### config.mk
export PLATFORM = sky130hd
export DESIGN_NAME = demux_1by8
export DESIGN_NICKNAME = d
export VERILOG_FILES = /design/src/rtl/demux_1by8_pkg.sv /design/src/rtl/demux_1by8_decoder.sv /design/src/rtl/demux_1by8.sv
export SDC_FILE = /design/constraint.sdc
export NUM_CORES = 1
export LEC_CHECK = 0
export BUFFER_PORTS_ARGS = -buffer_cell sky130_fd_sc_hd__buf_2
export CELL_PAD_IN_SITES_DETAIL_PLACEMENT = 1
export CELL_PAD_IN_SITES_GLOBAL_PLACEMENT = 2
export CORE_AREA = 5 5 42 44
export CTS_BUF_LIST = sky130_fd_sc_hd__clkbuf_8
export CTS_CLUSTER_SIZE = 25
export DETAILED_ROUTE_END_ITERATION = 10
export DIE_AREA = 0 0 47 49
export HOLD_SLACK_MARGIN = 0.15
export PLACE_DENSITY = 0.64
export SLEW_MARGIN = 25
export SYNTH_ARGS = -nofsm -noshare
export SYNTH_HDL_FRONTEND = slang
export SYNTH_SLANG_ARGS = --single-unit
### constraint.sdc
create_clock -name clk -period 0.8 [get_ports clk]
set_input_delay 0.16 -clock clk [delete_from_list [all_inputs] [get_ports clk]]
set_output_delay 0.16 -clock clk [all_outputs]
set_load 0.01 [all_outputs]
### src/rtl/demux_1by8_pkg.sv
// Shared constants and the select-to-one-hot helper for the 1-to-8 demux.
package demux_1by8_pkg;

    localparam int NUM_OUT = 8;
    localparam int SEL_W   = 3;

    // Bit K-1 of the result corresponds to output yK.
    function automatic logic [NUM_OUT-1:0] onehot_decode(
        input logic [SEL_W-1:0] sel
    );
        logic [NUM_OUT-1:0] v;
        v      = '0;
        v[sel] = 1'b1;
        return v;
    endfunction

endpackage

### src/rtl/demux_1by8_decoder.sv
// Combinational 3-to-8 one-hot select decoder.
module demux_1by8_decoder
    import demux_1by8_pkg::*;
(
    input  logic [SEL_W-1:0]   i_sel,
    output logic [NUM_OUT-1:0] o_onehot
);

    assign o_onehot = onehot_decode(i_sel);

endmodule

### src/rtl/demux_1by8.sv
// Registered 1-to-8 demux; define DEMUX_1BY8_SEL_OUT_EN to add the
// registered select (sel_q) and activity (act_q) outputs.
module demux_1by8
    import demux_1by8_pkg::*;
#(
    parameter int WIDTH = 1
) (
    input  logic             clk,
    input  logic             rst,
    input  logic [WIDTH-1:0] m,
    input  logic             s0,
    input  logic             s1,
    input  logic             s2,
    output logic [WIDTH-1:0] y1,
    output logic [WIDTH-1:0] y2,
    output logic [WIDTH-1:0] y3,
    output logic [WIDTH-1:0] y4,
    output logic [WIDTH-1:0] y5,
    output logic [WIDTH-1:0] y6,
    output logic [WIDTH-1:0] y7,
    output logic [WIDTH-1:0] y8
`ifdef DEMUX_1BY8_SEL_OUT_EN
    ,
    output logic [SEL_W-1:0] sel_q,
    output logic             act_q
`endif
);

    logic [SEL_W-1:0]   w_sel;
    logic [NUM_OUT-1:0] w_onehot;
    logic [WIDTH-1:0]   w_lane [NUM_OUT];
    logic [WIDTH-1:0]   r_y    [NUM_OUT];

    assign w_sel = {s0, s1, s2};

    demux_1by8_decoder u_dec (
        .i_sel    (w_sel),
        .o_onehot (w_onehot)
    );

    always_comb begin
        for (int k = 0; k < NUM_OUT; k++) begin
            w_lane[k] = m & {WIDTH{w_onehot[k]}};
        end
    end

    always_ff @(posedge clk or posedge rst) begin
        if (rst) begin
            for (int k = 0; k < NUM_OUT; k++) begin
                r_y[k] <= '0;
            end
        end else begin
            for (int k = 0; k < NUM_OUT; k++) begin
                r_y[k] <= w_lane[k];
            end
        end
    end

    assign y1 = r_y[0];
    assign y2 = r_y[1];
    assign y3 = r_y[2];
    assign y4 = r_y[3];
    assign y5 = r_y[4];
    assign y6 = r_y[5];
    assign y7 = r_y[6];
    assign y8 = r_y[7];

`ifdef DEMUX_1BY8_SEL_OUT_EN
    logic [SEL_W-1:0] r_sel;
    logic             r_act;

    always_ff @(posedge clk or posedge rst) begin
        if (rst) begin
            r_sel <= '0;
            r_act <= 1'b0;
        end else begin
            r_sel <= w_sel;
            r_act <= |m;
        end
    end

    assign sel_q = r_sel;
    assign act_q = r_act;
`endif

endmodule

==> qor.yml <==
status: "finished, violations left"
violations: "negative setup slack"
static-leakage-power_nw: 0.238
drc: 0
synth-seq-cells: 8
maxCapViolCount: 0
syn_area_um2: 300
yosysWarningCount: 0
ys_seq_area_share_pct: 66.7
critPathArrivalTime_ps: 710
antenna_found_initial: 0
routedWlPerCell_um: 12.2
syn_inst: 17
finalInstanceArea_um2: 443
synth.distinct_cells: 6
numCtsBuffers: 3
post_cts_buffers: 0
dp.cells: 46
grt.overflow.total: 0
total_power_mw: 0.954
critPathBufInv: 1
max-clock-path-buffers: 2
highest_layer: "met3"
fin_cells: 50
ios: 14
grt_pass1_wl_um: 986
powerDensity_nw_per_um2: 2150
fmaxAchievable_ghz: 1.15
grtUsageTotal_pct: 6.82
crit_cells: 1
hold_class: "in -> reg"
place_ws_ps: 110
vias: 210
crit_path_start_kind: "flip-flop"
wl_met1_um: 209
cp.required_ps: 640
clk_pin_slew_worst_paths_ps: 40
yosys.area.top_type: "dfrtp_1"
grt_max_degree: 9
cts_tree: "built"
start_util_pct: 21.4
ir_drop_mv: 0.563
vias_per_cell: 4.20
grt_pass1_vias: 224
setup_ws_ps: -67.5
slew_headroom_pct: 80.4
yosysMostFrequentCell: "dfrtp_1"
chipWidth_um: 47
synth_top_area_share_pct: 66.7
crit_path_cell_trace: "buf_2"
yosys-top-cells-area: "dfrtp_1, and4bb_2, and4b_2"
drive_above_1_share_pct: 70.6
fillerInstances: 165
drtIter0Drc: 0
async_reset_ff_share_pct: 100
synth_commonest_cells: "dfrtp_1, and4b_2, and4bb_2"
placed_cell_area_um2: 385
synth_edf_count: 0
fp.coreArea_um2: 1400
syn2layout_area_growth_pct: 47.5
num_rows: 14
port_buffers: 13
root_buffer: "clkbuf_8"
wirelength_um: 608
gp_congestion: 0.728
syn_nets: 23
rsz0062_at_grt: "true"
htreeDepth: 1
worst_pin_slew_ps: 293
diodes: 0
dr_wl_met2_um: 340
hold_violations: 0
layout_min_cycle_time_ps: 867
min_period_over_period_pct: 108
endpoint_kind: "primary output"
final_nets: 42
critical_path_class: "reg -> out"
setup_tns_ps: -491
firstDrtPassIters: 1
synthFlopType: "dfrtp_1"
path_delay_family: "flip-flops"
detail-route-antenna-nets: 0
dieArea_um2: 2300
cp_slowest_cell: "dfrtp_1"
finalSetupViolations: 8
avgSynthCellArea_um2: 17.7
fp.dieH_um: 49
cpPeakStageDelay_ps: 350
whs_path_depth: 2
slew_violations: 0
met3_length_um: 59
critical_path.max_fanout: 1
clock-sinks: 8
## path summary, 6_finish.rpt
| kind | startpoint | endpoint | slack [ps] |
|---|---|---|---|
| min in group asynchronous | rst | y8 | 420 |
| setup / recovery | y4 | y4 | -70 |
| hold / removal | s1 | y1 | 180 |
| max in group asynchronous | rst | y7 | 160 |
## flip-flops by register name (all words and copies together), names as in the netlist
register and cells:
y7 1, y8 1, y1 1, y3 1
y5 1, y2 1, y4 1, y6 1
## cells in the final DEF, fill, tap and decap left out, drive strengths merged
| cell | n |
|---|---|
| dfrtp | 8 |
| inv | 1 |
| dlygate4sd3 | 1 |
| and4bb | 3 |
| and4 | 1 |
| clkbuf | 3 |
| and4b | 3 |
| buf | 13 |
| nor4b | 1 |
## repair_timing
item | CTS | global route
hold endpoints to repair | 8 | 0
gates resized for setup | 0 | 1
setup endpoints to repair | 8 | 8
hold buffers | 1 | 0
## stage by stage
step	hold WS [ps]	utilization, %
after floorplan	-24.3	-
after global placement	107	27.5
after detailed placement	121	27.5
after CTS	175	31.2
after global routing	190	31.6
final	183	31.6
## area by class of cell
type	instances	area [µm²]	area share, %
sequential	8	200	45.2
multi-input combinational	8	96.3	21.8
timing repair buffer	14	81.3	18.4
clock buffer	3	41.3	9.32
tap	16	20.0	4.52
inverter	1	3.75	0.847
## per-layer routing
layer / up-vias / global-route usage (%)
li1: 101 / -
met1: 100 / 6.55
met2: 9 / 8.82
met3: 0 / 1.48
met4: 0 / 11.1
met5: - / 0
## logic make-up after synthesis
| group | share of synthesized area, % |
|---|---|
| flip-flops | 66.7 |
| AND/OR/NAND/NOR | 32.1 |
| buffers and inverters | 1.25 |
## where the power goes
group | leakage (nW) | switching [mW] | total (mW) | internal (mW)
Combinational | 0.107 | 0.0375 | 0.0718 | 0.0343
Sequential | 0.110 | 0.00231 | 0.419 | 0.417
Clock | 0.0216 | 0.139 | 0.463 | 0.324
(Power assumes the default switching activity.)
